**src/rtl/tdc_therm_decoder.sv**
```systemverilog
// Carry-chain TDC back end: bubble-filters the registered tap vector, detects the hit edge and
// emits a coarse/fine timestamp through a single-entry valid/ready output register.
module tdc_therm_decoder #(
    parameter int unsigned N        = 16,
    parameter int unsigned COARSE_W = 8,
    parameter int unsigned FINE_W   = $clog2(N + 1)
) (
    input  logic                clk,
    input  logic                sclr,
    input  logic [N-1:0]        chain_q,
    input  logic                ts_ready,
    output logic                ts_valid,
    output logic [COARSE_W-1:0] ts_coarse,
    output logic [FINE_W-1:0]   ts_fine,
    output logic                ts_sat,
    output logic [15:0]         drop_cnt,
    output logic                armed
);
    typedef enum logic [1:0] {StWaitIdle, StArmed, StBusy} state_e;

    logic [COARSE_W-1:0] cnt_q, cnt_d;
    logic [N-1:0]        s1_chain_q, s1_chain_d;
    logic [COARSE_W-1:0] s1_coarse_q, s1_coarse_d;
    logic                s1_vld_q, s1_vld_d;
    logic [N-1:0]        f_q, f_d;
    logic [COARSE_W-1:0] s2_coarse_q, s2_coarse_d;
    logic                s2_vld_q, s2_vld_d;
    state_e              state_q, state_d;
    logic                armed_q, armed_d;
    logic                ts_valid_q, ts_valid_d;
    logic [COARSE_W-1:0] ts_coarse_q, ts_coarse_d;
    logic [FINE_W-1:0]   ts_fine_q, ts_fine_d;
    logic                ts_sat_q, ts_sat_d;
    logic [15:0]         drop_cnt_q, drop_cnt_d;
    logic [FINE_W-1:0]   zeros;
    logic                hit, load;

    // Pipeline front end: S1 capture and S2 majority filter. The valid flags keep the FSM
    // from arming on flushed data until real samples have reached S2.
    always_comb begin
        cnt_d       = cnt_q + COARSE_W'(1);
        s1_chain_d  = chain_q;
        s1_coarse_d = cnt_q;
        s1_vld_d    = 1'b1;
        f_d         = s1_chain_q;
        for (int i = 1; i < int'(N) - 1; i++) begin
            f_d[i] = (s1_chain_q[i-1] & s1_chain_q[i]) | (s1_chain_q[i] & s1_chain_q[i+1]) |
                     (s1_chain_q[i-1] & s1_chain_q[i+1]);
        end
        s2_coarse_d = s1_coarse_q;
        s2_vld_d    = s1_vld_q;
    end

    always_comb begin
        zeros = '0;
        for (int i = 0; i < int'(N); i++) begin
            zeros = zeros + FINE_W'(!f_q[i]);
        end
    end

    always_comb begin
        hit     = 1'b0;
        state_d = state_q;
        unique case (state_q)
            StWaitIdle: if (s2_vld_q && (&f_q)) state_d = StArmed;
            StArmed: begin
                if (s2_vld_q && !f_q[0]) begin
                    hit     = 1'b1;
                    state_d = StBusy;
                end
            end
            StBusy:     if (s2_vld_q && (&f_q)) state_d = StArmed;
            default:    state_d = StWaitIdle;
        endcase
        armed_d = (state_d == StArmed);

        // A capture may reuse the slot in the same cycle its previous contents transfer out.
        load        = hit && (!ts_valid_q || ts_ready);
        ts_valid_d  = load ? 1'b1 : (ts_ready ? 1'b0 : ts_valid_q);
        ts_coarse_d = load ? s2_coarse_q : ts_coarse_q;
        ts_fine_d   = load ? zeros : ts_fine_q;
        ts_sat_d    = load ? (zeros == FINE_W'(N)) : ts_sat_q;
        drop_cnt_d  = drop_cnt_q;
        if (hit && !load && (drop_cnt_q != 16'hFFFF)) drop_cnt_d = drop_cnt_q + 16'd1;
    end

    always_ff @(posedge clk) begin
        if (sclr) begin
            cnt_q       <= '0;
            s1_chain_q  <= '1;
            s1_coarse_q <= '0;
            s1_vld_q    <= 1'b0;
            f_q         <= '1;
            s2_coarse_q <= '0;
            s2_vld_q    <= 1'b0;
            state_q     <= StWaitIdle;
            armed_q     <= 1'b0;
            ts_valid_q  <= 1'b0;
            ts_coarse_q <= '0;
            ts_fine_q   <= '0;
            ts_sat_q    <= 1'b0;
            drop_cnt_q  <= '0;
        end else begin
            cnt_q       <= cnt_d;
            s1_chain_q  <= s1_chain_d;
            s1_coarse_q <= s1_coarse_d;
            s1_vld_q    <= s1_vld_d;
            f_q         <= f_d;
            s2_coarse_q <= s2_coarse_d;
            s2_vld_q    <= s2_vld_d;
            state_q     <= state_d;
            armed_q     <= armed_d;
            ts_valid_q  <= ts_valid_d;
            ts_coarse_q <= ts_coarse_d;
            ts_fine_q   <= ts_fine_d;
            ts_sat_q    <= ts_sat_d;
            drop_cnt_q  <= drop_cnt_d;
        end
    end

    assign ts_valid  = ts_valid_q;
    assign ts_coarse = ts_coarse_q;
    assign ts_fine   = ts_fine_q;
    assign ts_sat    = ts_sat_q;
    assign drop_cnt  = drop_cnt_q;
    assign armed     = armed_q;

endmodule

```
**config.mk**
```make
export PLATFORM = sky130hd
export DESIGN_NAME = tdc_therm_decoder
export DESIGN_NICKNAME = d
export VERILOG_FILES = /design/src/rtl/tdc_therm_decoder.sv
export SDC_FILE = /design/constraint.sdc
export NUM_CORES = 1
export LEC_CHECK = 0
export BUFFER_PORTS_ARGS = -buffer_cell sky130_fd_sc_hd__buf_2
export CAP_MARGIN = 0
export CORE_UTILIZATION = 40
export CTS_CLUSTER_SIZE = 24
export DETAILED_ROUTE_END_ITERATION = 7
export GPL_TIMING_DRIVEN = 0
export RECOVER_POWER = 50
export SLEW_MARGIN = 20
export SYNTH_ARGS = -nofsm -noshare
export SYNTH_HDL_FRONTEND = slang
export SYNTH_SLANG_ARGS = --single-unit
```
**constraint.sdc**
```tcl
create_clock -name clk -period 9.4 [get_ports clk]
set_input_delay 0 -clock clk [delete_from_list [all_inputs] [get_ports clk]]
set_output_delay 0 -clock clk [all_outputs]
set_load 0.1 [all_outputs]
```
==> results.tsv <==
metric	value	unit
maxSlewViolCount	0	
cp-start-kind	flip-flop	
netlist_area	3620	um2
synth_area_leaders	dfxtp_1, a21oi_1, fa_1, nor2b_1, nand2_1	
grt-ovfl-total	0	
timing.rr.start	f_q[0]	
slew_headroom	0.230	
ir_drop	74.4	uV
grt_pass1_wl	12400	um
rows	34	
synth_top_family_by_area	simple AND/OR/NAND/NOR gates	
reg2reg_depth	12	
cap_violations	0	
vias	2829	
synth_edf_count	0	
n_antenna_cell	0	
cts_hold_buf	17	
cp.required	9.69	ns
synth_simple_gate_area_frac	0.221	
dp_hpwl	5160	um
nNetsFinal	494	
die_area	9430	um2
period_minus_slack	3.71	ns
yosysTopAreaCell	dfxtp_1	
rsz0062_at_grt	false	
hold_path_class	primary input to flip-flop	
synth_top_area_share	0.509	
clock.fmax	270	MHz
postSynthCellCount	380	
synth_xor_area_frac	0.0194	
worstSkewPairLatency	0.36	ns
power.density	174	nW/um2
synthAdderAreaFrac	0.0795	
setup-tns-final	0	ns
setup_viol	0	
final_cell_mix	dfxtp_1, buf_2, a21oi_1	
hold_viol_final	0	
syn_nets	416	
cts_tree	done	
final_common_cell	dfxtp_1	
fin_crit_sh	0.395	
worstReg2RegEnd	ts_sat	
grt_pass1_vias	2728	
worst_slack	5.69	ns
core	8720	um2
crit_arrival	4.00	ns
drcViolationCount	0	
muxShareOfSynthArea	0.00553	
gp_congestion	0.771	
cp_slowest_stage_delay	0.52	ns
cts_resized	0	
antenna_found_initial	0	
die_w	97.1	um
via_per_inst	4.95	
cts.sinks	92	
drt_first_pass_iters	5	
synthArstFlopShare	0	
hold_start	sclr	
status	finished clean	
area_growth_syn_to_layout	21.6	%
criticalPathCategory	flip-flop to flip-flop	
clkTransAtPathRegs	0.09	ns
n_fill_cell	835	
worst_pin_slew	1.16	ns
clockRootBuffer	clkbuf_8	
grt.total_usage	0.165	
postCtsSetupBuffers	0	
ys.flop_type	dfxtp_1	
ys_warn_count	0	
synth.distinct_cells	39	
ant_nets	0	
grt_max_degree	17	
synth-seq-cells	92	
numCtsBuffers	9	
avgRoutedWirePerCell	12.6	um
worstSetupEndpointType	flip-flop	
htreeDepth	3	
ys_seq_area_frac	0.509	
p_leak	1.81	nW
synth-compound-area-share	0.126	
crit_top_cell	fa_1	
numPortBuffers	50	
worst-r2r-setup-slack	5.69	ns
start_util	0.415	
hold_path_end	drop_cnt[7]	
drive_above_1_share	0.184	
pre_cts_ws	5.65	ns
clockBufferDepth	2	
drt-total-wl	7200	um
worstPathMaxFanout	5	
skew	0.0129	ns
dieHeight	97.1	um
drtIter0Drc	75	
io_pins	51	
crit_chain	fa_1 > fa_1 > inv_1 > fa_1 > fa_1 > ha_1 > inv_1 > fa_1 > xnor2_1 > nor3b_1 > nand4b_1 > a21oi_1	
slowest_stage	fa_1	
postSynthAreaPerCell	9.52	um2
min_path_cells	4	
final cells by class:
| type | instances | area, um2 | share of cell area |
|---|---|---|---|
| Sequential cell | 92 | 1840 | 0.419 |
| Multi-Input combinational cell | 250 | 1630 | 0.371 |
| Timing Repair Buffer | 67 | 415 | 0.0944 |
| Clock buffer | 10 | 138 | 0.0313 |
| Tap cell | 108 | 135 | 0.0307 |
| Clock inverter | 6 | 93.8 | 0.0213 |
| Inverter | 22 | 82.6 | 0.0188 |
| Buffer | 16 | 61.3 | 0.0139 |
report_power, final:
part	internal [mW]	switching [mW]	total (mW)
clock	0.159	0.141	0.301
combinational	0.0286	0.0299	0.0585
sequential	0.399	0.00850	0.408
critical path: cells and delay by family (launching register included):
kind	cells	cell delay, ns
fa+ha+maj	6	2.48
compound gates	1	0.13
flops	1	0.45
buf+inv	2	0.11
simple gates	2	0.31
xor+xnor	1	0.17
cell families (layout without fill, tap and decap cells):
kind of cell,Yosys count,after routing
simple gates,143,143
flops,92,92
compound gates,80,80
buf+inv,38,121
fa+ha+maj,17,17
xor+xnor,8,8
mux,2,2
flip-flops by register name (all words and copies together) (netlist names), 5 cells and up:
signal       count
f_q             16
drop_cnt        16
s1_coarse_q      8
ts_fine          5
s2_coarse_q      8
cnt_q            8
ts_coarse        8
s1_chain_q      16
metrics by stage:
step	util	power (mW)	area [um2]	cells	hold WS (ns)
5_1_grt	0.505	0.802	4400	571	0.227
4_1_cts	0.505	0.777	4410	571	0.0755
3_3_place_gp	0.459	0.469	4000	538	0.184
6_report	0.505	0.767	4400	571	0.158
2_1_floorplan	-	0.454	3620	380	0.104
3_5_place_dp	0.459	0.471	4000	538	0.184
per-layer routing:
| metal | vias up | global-route usage | wire length (um) |
|---|---|---|---|
| li1 | 1465 | - | - |
| met1 | 1301 | 0.203 | 3440 |
| met2 | 53 | 0.278 | 3350 |
| met3 | 10 | 0.0417 | 301 |
| met4 | 0 | 0.0654 | 110 |
| met5 | - | 0 | 0 |
synthesized netlist by cell type, drive strengths merged, types with 7 or more instances:
master and count:
or2 18, ha 7, dfxtp 92, nor2b 20, clkbuf 13, o21ai 18
nand3 11, o31ai 10, inv 22, nand2 32, nor2 26, a21oi 42
fa 10, nand4 7, or4 10
how the worst max path moves through the flow:
stage	start	endpoint	slack [ns]	cells past startpoint
CTS	f_q[0]	ts_sat	5.66	12
global placement	f_q[6]	ts_sat	5.73	12
global route	f_q[1]	ts_sat	5.49	12
floorplan	f_q[1]	ts_sat	5.88	12
detailed placement	f_q[0]	ts_sat	5.65	12
finish	f_q[0]	ts_sat	5.69	12
(Power assumes the default switching activity.)
